--- config.mk ---
export PLATFORM = sky130hd
export DESIGN_NAME = motor_driver
export DESIGN_NICKNAME = d
export VERILOG_FILES = /design/src/rtl/motor_driver_pkg.sv /design/src/rtl/motor_driver_wheel_channel.sv /design/src/rtl/motor_driver.sv
export SDC_FILE = /design/constraint.sdc
export NUM_CORES = 1
export LEC_CHECK = 0
export BUFFER_PORTS_ARGS = -buffer_cell sky130_fd_sc_hd__buf_2
export CAP_MARGIN = 20
export CELL_PAD_IN_SITES_DETAIL_PLACEMENT = 0
export CELL_PAD_IN_SITES_GLOBAL_PLACEMENT = 1
export CORE_MARGIN = 5
export CORE_UTILIZATION = 30
export DETAILED_ROUTE_END_ITERATION = 8
export GPL_ROUTABILITY_DRIVEN = 0
export PLACE_DENSITY_LB_ADDON = 0.12
export SLEW_MARGIN = 40
export SYNTH_ARGS = -nofsm -noshare
export SYNTH_HDL_FRONTEND = slang
export SYNTH_SLANG_ARGS = --single-unit
--- constraint.sdc ---
create_clock -name clk -period 5.25 [get_ports clk]
set_input_delay 1.575 -clock clk [delete_from_list [all_inputs] [get_ports clk]]
set_output_delay 1.575 -clock clk [all_outputs]
set_load 0.01 [all_outputs]
--- src/rtl/motor_driver_pkg.sv ---
// Shared definitions for the two-wheel motor driver: direction codes, FSM
// states, decoded-direction and polarity-pin structs.
package motor_driver_pkg;

    typedef enum logic [2:0] {
        DIR_NONE      = 3'd0,
        DIR_FORWARD   = 3'd1,
        DIR_BACKWARD  = 3'd2,
        DIR_LFORWARD  = 3'd3,
        DIR_LBACKWARD = 3'd4,
        DIR_RFORWARD  = 3'd5,
        DIR_RBACKWARD = 3'd6
    } move_dir_e;

    typedef enum logic [2:0] {
        ST_IDLE     = 3'd0,
        ST_RAMP     = 3'd1,
        ST_RUN      = 3'd2,
        ST_RAMPDOWN = 3'd3,
        ST_DEAD     = 3'd4
    } state_e;

    typedef struct packed {
        logic valid;
        logic rev;
        logic left_half;
        logic right_half;
    } dir_info_t;

    typedef struct packed {
        logic left_fwd;
        logic left_rev;
        logic right_fwd;
        logic right_rev;
    } pins_t;

    // Codes outside the table (None, 7) decode as not valid, i.e. stop.
    function automatic dir_info_t decode_dir(input logic [2:0] dir);
        dir_info_t info;
        info = '0;
        case (dir)
            DIR_FORWARD:   info = '{valid: 1'b1, rev: 1'b0, left_half: 1'b0, right_half: 1'b0};
            DIR_BACKWARD:  info = '{valid: 1'b1, rev: 1'b1, left_half: 1'b0, right_half: 1'b0};
            DIR_LFORWARD:  info = '{valid: 1'b1, rev: 1'b0, left_half: 1'b1, right_half: 1'b0};
            DIR_LBACKWARD: info = '{valid: 1'b1, rev: 1'b1, left_half: 1'b1, right_half: 1'b0};
            DIR_RFORWARD:  info = '{valid: 1'b1, rev: 1'b0, left_half: 1'b0, right_half: 1'b1};
            DIR_RBACKWARD: info = '{valid: 1'b1, rev: 1'b1, left_half: 1'b0, right_half: 1'b1};
            default:       info = '0;
        endcase
        return info;
    endfunction

    function automatic pins_t drive_pins(input logic rev);
        return '{left_fwd: !rev, left_rev: rev, right_fwd: !rev, right_rev: rev};
    endfunction

endpackage

--- src/rtl/motor_driver_wheel_channel.sv ---
// One wheel: duty register that steps 1 LSB toward its target on each ramp
// tick, and a registered PWM compare against the shared counter.
module wheel_channel #(
    parameter int PWM_BITS = 8
) (
    input  logic                clk,
    input  logic                rst,
    input  logic                step_i,
    input  logic [PWM_BITS-1:0] target_i,
    input  logic [PWM_BITS-1:0] cnt_i,
    output logic [PWM_BITS-1:0] duty_o,
    output logic                pwm_o
);

    logic [PWM_BITS-1:0] duty_q, duty_d;
    logic                pwm_q;

    // NOTE: default assigned first so every path drives duty_d; no latch.
    always_comb begin
        duty_d = duty_q;
        if (step_i) begin
            if (duty_q < target_i) begin
                duty_d = duty_q + 1'b1;
            end else if (duty_q > target_i) begin
                duty_d = duty_q - 1'b1;
            end
        end
    end

    // NOTE: sequential state uses non-blocking assignments only.
    always_ff @(posedge clk or posedge rst) begin
        if (rst) begin
            duty_q <= '0;
            pwm_q  <= 1'b0;
        end else begin
            duty_q <= duty_d;
            pwm_q  <= (cnt_i < duty_q);
        end
    end

    assign duty_o = duty_q;
    assign pwm_o  = pwm_q;

endmodule

--- src/rtl/motor_driver.sv ---
// Two-wheel H-bridge driver: per-wheel duty ramping, polarity reversal with
// ramp-down and dead time, shared PWM counter and control FSM.
module motor_driver
    import motor_driver_pkg::*;
#(
    parameter int PWM_BITS    = 8,
    parameter int RAMP_DIV    = 256,
    parameter int DEAD_CYCLES = 1024
) (
    input  logic                clk,
    input  logic                rst,
    input  logic [2:0]          move_dir,
    input  logic                en,
    input  logic [PWM_BITS-1:0] speed,
    output logic                left_pwm,
    output logic                right_pwm,
    output logic                left_fwd,
    output logic                left_rev,
    output logic                right_fwd,
    output logic                right_rev,
    output logic                busy
);

    localparam int PRESC_W = (RAMP_DIV > 1) ? $clog2(RAMP_DIV) : 1;
    localparam int DEAD_W  = (DEAD_CYCLES > 1) ? $clog2(DEAD_CYCLES) : 1;
    localparam logic [PRESC_W-1:0] PRESC_LAST = PRESC_W'(RAMP_DIV - 1);
    localparam logic [DEAD_W-1:0]  DEAD_LAST  = DEAD_W'(DEAD_CYCLES - 1);

    state_e               state_q, state_d;
    pins_t                pins_q, pins_d;
    logic [PWM_BITS-1:0]  cnt_q;
    logic [PRESC_W-1:0]   presc_q, presc_d;
    logic [DEAD_W-1:0]    dead_q, dead_d;

    dir_info_t            info;
    logic                 stop, reverse, step, duties_zero, at_target;
    logic [PWM_BITS-1:0]  speed_half, tgt_left, tgt_right;
    logic [PWM_BITS-1:0]  chan_tgt_left, chan_tgt_right, duty_left, duty_right;

    // Target is decoded live from the inputs every cycle.
    assign info       = decode_dir(move_dir);
    assign stop       = !info.valid || !en || (speed == '0);
    assign speed_half = speed >> 1;
    assign tgt_left   = stop ? '0 : (info.left_half  ? speed_half : speed);
    assign tgt_right  = stop ? '0 : (info.right_half ? speed_half : speed);
    assign reverse    = !stop && (info.rev ? (pins_q.left_fwd || pins_q.right_fwd)
                                           : (pins_q.left_rev || pins_q.right_rev));

    assign duties_zero = (duty_left == '0) && (duty_right == '0);
    assign at_target   = (duty_left == tgt_left) && (duty_right == tgt_right);

    assign step = ((state_q == ST_RAMP) || (state_q == ST_RAMPDOWN)) && (presc_q == PRESC_LAST);
    assign chan_tgt_left  = (state_q == ST_RAMPDOWN) ? '0 : tgt_left;
    assign chan_tgt_right = (state_q == ST_RAMPDOWN) ? '0 : tgt_right;

    always_comb begin
        state_d = state_q;
        pins_d  = pins_q;
        case (state_q)
            ST_IDLE: begin
                if (!stop) begin
                    state_d = ST_RAMP;
                    pins_d  = drive_pins(info.rev);
                end
            end
            ST_RAMP, ST_RUN: begin
                if (reverse) begin
                    state_d = ST_RAMPDOWN;
                end else if (stop && duties_zero) begin
                    state_d = ST_IDLE;
                    pins_d  = '0;
                end else if (at_target) begin
                    state_d = ST_RUN;
                end else begin
                    state_d = ST_RAMP;
                end
            end
            ST_RAMPDOWN: begin
                if (duties_zero) begin
                    state_d = ST_DEAD;
                    pins_d  = '0;
                end
            end
            ST_DEAD: begin
                if (dead_q == DEAD_LAST) begin
                    state_d = stop ? ST_IDLE : ST_RAMP;
                    pins_d  = stop ? pins_t'('0) : drive_pins(info.rev);
                end
            end
            default: begin
                state_d = ST_IDLE;
                pins_d  = '0;
            end
        endcase

        // Both counters restart from 0 whenever a new state is entered.
        presc_d = (state_d != state_q || presc_q == PRESC_LAST) ? '0 : presc_q + 1'b1;
        dead_d  = (state_d != state_q || state_q != ST_DEAD) ? '0 : dead_q + 1'b1;
    end

    always_ff @(posedge clk or posedge rst) begin
        if (rst) begin
            state_q <= ST_IDLE;
            pins_q  <= '0;
            cnt_q   <= '0;
            presc_q <= '0;
            dead_q  <= '0;
        end else begin
            state_q <= state_d;
            pins_q  <= pins_d;
            cnt_q   <= cnt_q + 1'b1;
            presc_q <= presc_d;
            dead_q  <= dead_d;
        end
    end

    wheel_channel #(.PWM_BITS(PWM_BITS)) u_left (
        .clk      (clk),
        .rst      (rst),
        .step_i   (step),
        .target_i (chan_tgt_left),
        .cnt_i    (cnt_q),
        .duty_o   (duty_left),
        .pwm_o    (left_pwm)
    );

    wheel_channel #(.PWM_BITS(PWM_BITS)) u_right (
        .clk      (clk),
        .rst      (rst),
        .step_i   (step),
        .target_i (chan_tgt_right),
        .cnt_i    (cnt_q),
        .duty_o   (duty_right),
        .pwm_o    (right_pwm)
    );

    assign left_fwd  = pins_q.left_fwd;
    assign left_rev  = pins_q.left_rev;
    assign right_fwd = pins_q.right_fwd;
    assign right_rev = pins_q.right_rev;
    assign busy      = (state_q != ST_IDLE) && (state_q != ST_RUN);

endmodule
* Word level (Yosys, flattened, before mapping)
Index checks and enable logic that the tools add are counted.
Word-level totals: bits in registers 51, bits of input ports 14, output and inout port bits 7, word-level logic and storage cells 104
Cells by class: add/subtract/negate cells 7, order comparisons 6, equal/unequal tests 22, muxes and demuxes 29, reduce and logical (&&, ||, !) cells 28
Operator list (number):
- 8-bit 2-to-1 mux | 11
- 8-bit by 1-bit adder with 8-bit output (second input constant) | 4
- 8-bit < comparator | 4
- 8-bit zero test | 3
- 4-bit 2-to-1 mux | 6
- 4-bit one-hot mux with 6 select lines | 1
- 8-bit == test | 2
- 8-bit > comparator | 2
- 4-bit one-hot mux with 4 select lines | 1
- 8-bit by 1-bit subtractor with 8-bit output (second input constant) | 2
- 3-bit by 2-bit == test with 1-bit output (second input constant) | 4
- 3-bit == test (second input constant) | 4
- 3-bit one-hot mux with 4 select lines | 1
- 10-bit by 1-bit adder with 10-bit output (second input constant) | 1
- 10-bit == test (second input constant) | 1
- 10-bit 2-to-1 mux | 1
- 2-bit != test (second input constant) | 5
- 3-bit 2-to-1 mux | 3
- 8-bit == test (second input constant) | 1
- 1-bit logical OR | 7
- 3-bit by 1-bit == test with 1-bit output (second input constant) | 2
- 1-bit logical AND | 6
- 2-bit 2-to-1 mux | 3
- 5-bit AND reduction | 1
- other kinds (10) | 16

* Longest topological paths before layout
word-level depth 15, gate-level depth with buffers 23, mapped depth without buffers 20

* By module
From an unflattened synthesis, not the netlist that was laid out.
Unflattened totals: cell total of the unflattened synthesis 574, area, all modules 4804.6 µm²
By module, submodules not included:
- motor_driver | instances 1, cells each 360, area an instance 2837.7 µm², sequential area each 775.7 µm²
- wheel_channel | instances 2, cells each 107, area an instance 983.4 µm², sequential area each 225.2 µm²

* Least setup slack after synthesis
No wires, ideal clock.
path type input to register, start point input speed[2], end point register u_left.duty_q[7] (netlist: u_left.duty_o[7]), library setup time 0.124 ns, data arrival time 5.829 ns, slack -0.703 ns, stages on the path 23, buffers on the path 3, cells stage by stage clkbuf_1 or4_1 o21ai_4 or2_1 clkbuf_1 clkbuf_1 nor2_1 nand2_1 ha_1 nor2b_1 o21ai_0 nand2b_1 a21oi_1 o21ai_0 ha_1 a21o_1 a21oi_1 o21bai_1 a21oi_1 o21ai_0 xor2_1 nand2_1 xnor2_1
Between the ends: longest elaborated chain between the ends 7, elaborated cells on any way between the ends 10
Ends and longest elaborated chain:
- start, declared | RTL line motor_driver.sv:14 | input logic [PWM_BITS-1:0] speed,
- 8-bit zero test | RTL line motor_driver.sv:42 | assign stop = !info.valid || !en || (speed == '0);
- 1-bit logical OR | RTL line motor_driver.sv:42
- 8-bit 2-to-1 mux * | RTL line motor_driver.sv:44 | assign tgt_left = stop ? '0 : (info.left_half ? speed_half : speed);
- 8-bit 2-to-1 mux * | RTL line motor_driver.sv:53 | assign chan_tgt_left = (state_q == ST_RAMPDOWN) ? '0 : tgt_left;
- 8-bit > comparator or 8-bit < comparator (tied branches) | RTL line motor_driver_wheel_channel.sv:24, motor_driver_wheel_channel.sv:22
- 2-bit nonzero test (no line)
- 2-bit AND reduction (no line)
- end signal, assigned | RTL line motor_driver_wheel_channel.sv:36 | duty_q <= duty_d;
- end, declared | RTL line motor_driver_wheel_channel.sv:15 | logic [PWM_BITS-1:0] duty_q, duty_d;
Every way passes the cells marked *; elsewhere a longest branch is shown, timed or not. A chain may end at the register's enable or synchronous reset.

* Final worst setup path
start point input speed[0], end point register u_right.duty_q[7] (netlist: u_right.duty_o[7])
Between the ends: longest elaborated chain between the ends 7, elaborated cells on any way between the ends 10
Ends and longest elaborated chain:
- 8-bit zero test | RTL line motor_driver.sv:42
- 1-bit logical OR | RTL line motor_driver.sv:42
- 8-bit 2-to-1 mux * | RTL line motor_driver.sv:45 | assign tgt_right = stop ? '0 : (info.right_half ? speed_half : speed);
- 8-bit 2-to-1 mux * | RTL line motor_driver.sv:54 | assign chan_tgt_right = (state_q == ST_RAMPDOWN) ? '0 : tgt_right;
- 8-bit > comparator or 8-bit < comparator (tied branches) | RTL line motor_driver_wheel_channel.sv:24, motor_driver_wheel_channel.sv:22
- 2-bit nonzero test (no line)
- 2-bit AND reduction (no line)
- end signal, assigned | RTL line motor_driver_wheel_channel.sv:36
- end, declared | RTL line motor_driver_wheel_channel.sv:15
Marked as above.

==> reports/results.ini <==
[timing]
rsz0062_at_grt = false
slew_violations = 0
worst_pin_slew_ns = 0.801
setup_viol = 0
fin_skew_ns = 0.0121
max_freq_mhz = 204
finalCritPeriodShare = 0.933
relSlewSlack = 0.461
fin_crit_ns = 4.90
hold_viol_final = 0
layout_setup_ws_ns = 0.353

[clock_tree]
clock_path_buffers = 2
cts_tree = done
cts_setup_buffers = 0
clk-insertion-delay-late_ns = 0.30
clk_pin_slew_worst_paths_ns = 0.07
cts_buffers = 5
hold_buffers = 0
ctsHtreeMaxLevel = 2
cts_root_buf = clkbuf_16
clock_sinks = 49
cts_resized = 0

[route]
drcViolationCount = 0
vias_per_cell = 5.25
drtIter0Drc = 195
num_vias = 3968
totalWireLength_um = 12700
wl_per_cell_um = 16.8
antenna_left = 0
dr.pass1.iters = 4

[worst_setup_path]
reg2regPathDepth = 19
critPathMaxStageDelay_ns = 0.54
critPathMaxFanout = 5
crit_path_start = speed[0]
endpoint = u_right.duty_o[7]$_DFFE_PP0P_
rrSetupSlack_ns = 1.48
crit_path_top_delay_cell = or4_4
worstPathArrival_ns = 5.07
critical_path.endpoint_type = flop
cp-start-kind = input port
cp.required_ns = 5.43
worstSetupPathType = input port to flop
path_cells = buf_2 > or4_4 > o21ai_4 > or2_1 > nor2_2 > o21ai_0 > ha_1 > a21o_1 > a21o_1 > a21oi_2 > o21ai_4 > ha_1 > a21o_1 > a21oi_2 > o21bai_1 > a21oi_2 > o21ai_1 > xor2_1 > nand2_1 > xnor2_1
timing.rr.end = u_right.duty_o[7]$_DFFE_PP0P_
regToRegStartpoint = state_q[0]$_DFF_PP0_

[floorplanning]
fp.dieH_um = 133
rows = 45
core_area_um2 = 15000
io_pins = 21
fp.dieW_um = 133
die_area_um2 = 17700
start_util = 0.301

[cells_and_area]
drive_gt1_frac = 0.148
diodes = 0
nNetsFinal = 628
instances_no_fill = 756
area_delta_synth_final_pct = 14.4
finalCoreUtilization = 0.345

[yosys]
ys.flop_type = dfrtp_1
avgSynthCellArea_um2 = 8.52
synth-edff-count = 0
syn_inst = 532
synth_nets = 593
synth_cell_types = 65
synth_area_um2 = 4530
yosys_warnings = 0
ys_seq_area_frac = 0.271
ys_ff_latch = 49
async_flop_share = 1.00

[global_routing]
grt-ovfl-total = 0
grt_max_degree = 31
grt_pass1_vias = 4094
grt_first_pass_wirelength_um = 21300
gr-usage-all-layers = 0.149
antenna_found_initial = 0

[min_path]
hold_path_class = flop to flop

[flow_run]
max_cap_viol_count = 0

[pwr]
peakVddDrop_mv = 0.326
p_per_area_nw_per_um2 = 486
power_mw = 2.52
p_leak_nw = 2.28

[placed_design]
hpwl_um = 9960
dp_cells = 748
post-place-ws_ns = 0.0123
io_buffers = 20

[run_status]
outcome = finished, final reports clean

## cell families (layout without fill, tap and decap cells)
kind of cell | count (synthesis) | in the layout | synth area share
flip-flops | 49 | 49 | 0.271
adder cells (fa/ha/maj) | 47 | 47 | 0.133
AND/OR/NAND/NOR | 191 | 191 | 0.220
multiplexers | 9 | 9 | 0.0213
AO/OA/AOI/OAI | 134 | 134 | 0.206
XOR/XNOR | 49 | 49 | 0.0964
buffers and inverters | 53 | 89 | 0.0522
## area by class of cell
type,count,area [um2]
Clock buffer,5,125
Clock inverter,3,25.0
Fill cell,1599,9850
Inverter,28,105
Multi-Input combinational cell,430,3100
Sequential cell,49,1230
Tap cell,188,235
Timing Repair Buffer,53,360
## placed cells by master, fill, tap and decap left out, types with 9 or more instances in the layout
cell and count:
buf_4 32, nand2b_1 9, buf_2 20, a21oi_1 16
nand4_1 13, inv_1 27, nor2_1 30, nand2_1 48
nor3_1 13, nand3_1 22, xnor2_1 34, a211oi_1 13
xor2_1 14, dfrtp_1 49, o21ai_0 28, ha_1 45
a21o_1 23
## sequential cells by signal, summed over array words and instances (netlist names)
name	flops
left_fwd	1
cnt_q	8
presc_q	8
u_right.pwm_o	1
dead_q	10
state_q	3
u_left.duty_o	8
u_left.pwm_o	1
left_rev	1
u_right.duty_o	8
## per-layer routing
metal,global-route usage,share of wire
met1,0.206,0.50
met4,0.0289,0.0077
met5,0,0
met3,0.0221,0.027
met2,0.247,0.46
## power breakdown
group / total (mW) / internal (mW) / leakage [nW] / switching [mW]
Clock: 0.341 / 0.180 / 0.0708 / 0.160
Combinational: 1.54 / 0.727 / 1.60 / 0.814
Sequential: 0.634 / 0.465 / 0.612 / 0.169
Total: 2.52 / 1.37 / 2.28 / 1.14
## metrics by stage
stage | area, um2 | TNS (ns) | hold WS [ns]
5_1_grt | 5180 | 0 | 0.498
3_5_place_dp | 5030 | 0 | 0.450
2_1_floorplan | 4590 | -0.00306 | 0.424
3_3_place_gp | 5030 | 0 | 0.442
4_1_cts | 5180 | 0 | 0.459
6_report | 5180 | 0 | 0.451
## critical path, delay by kind of cell
family | cells | cell delay [ns]
xor gates and xnor gates | 2 | 0.28
buffers and inverters | 1 | 0.11
AOI/OAI and AO/OA | 11 | 1.61
adders and majority gates | 2 | 0.55
and+or+nand+nor | 4 | 0.94
## cell usage after synthesis (3+ instances only)
master    instances  area, um2
nor2b_1           7       43.8
a221oi_1          4       35.0
a211o_1           4       35.0
buf_4             5       37.5
mux2i_1           4       40.0
a31oi_1           3       18.8
xnor2_1          34        298
o21ai_0          32        160
inv_1            28        105
nand4_1          13       81.3
nor3_1           13       65.1
dfrtp_1          49       1230
nor4_1            8       50.1
ha_1             45        563
xor2_1           14        123
and2_1            6       37.5
or3_1             3       18.8
a21oi_1          20        100
nand2b_1          9       56.3
o21a_1            4       30.0
a211oi_1         13       97.6
and3_1            6       37.5
nor2_1           31        116
nand3b_1          5       37.5
a21o_1           23        173
nand3_1          22        110
mux2_2            5       56.3
clkbuf_1         15       56.3
a21boi_0          3       22.5
or2_2             3       18.8
nand2_1          48        180
or4_1             4       30.0
a22oi_1           5       37.5
o21bai_1          5       37.5
## how the worst min path moves through the flow
stage,slack (ns),endpoint,startpoint,depth (start not counted)
finish,0.45,dead_q[0]$_DFF_PP0_,dead_q[0]$_DFF_PP0_,1
global route,0.50,dead_q[0]$_DFF_PP0_,dead_q[0]$_DFF_PP0_,1
CTS,0.46,dead_q[0]$_DFF_PP0_,dead_q[0]$_DFF_PP0_,1
detailed placement,0.45,dead_q[0]$_DFF_PP0_,dead_q[0]$_DFF_PP0_,1
global placement,0.44,dead_q[0]$_DFF_PP0_,dead_q[0]$_DFF_PP0_,1
floorplan,0.42,dead_q[0]$_DFF_PP0_,dead_q[0]$_DFF_PP0_,1
Power figures use the tool's default switching activity.
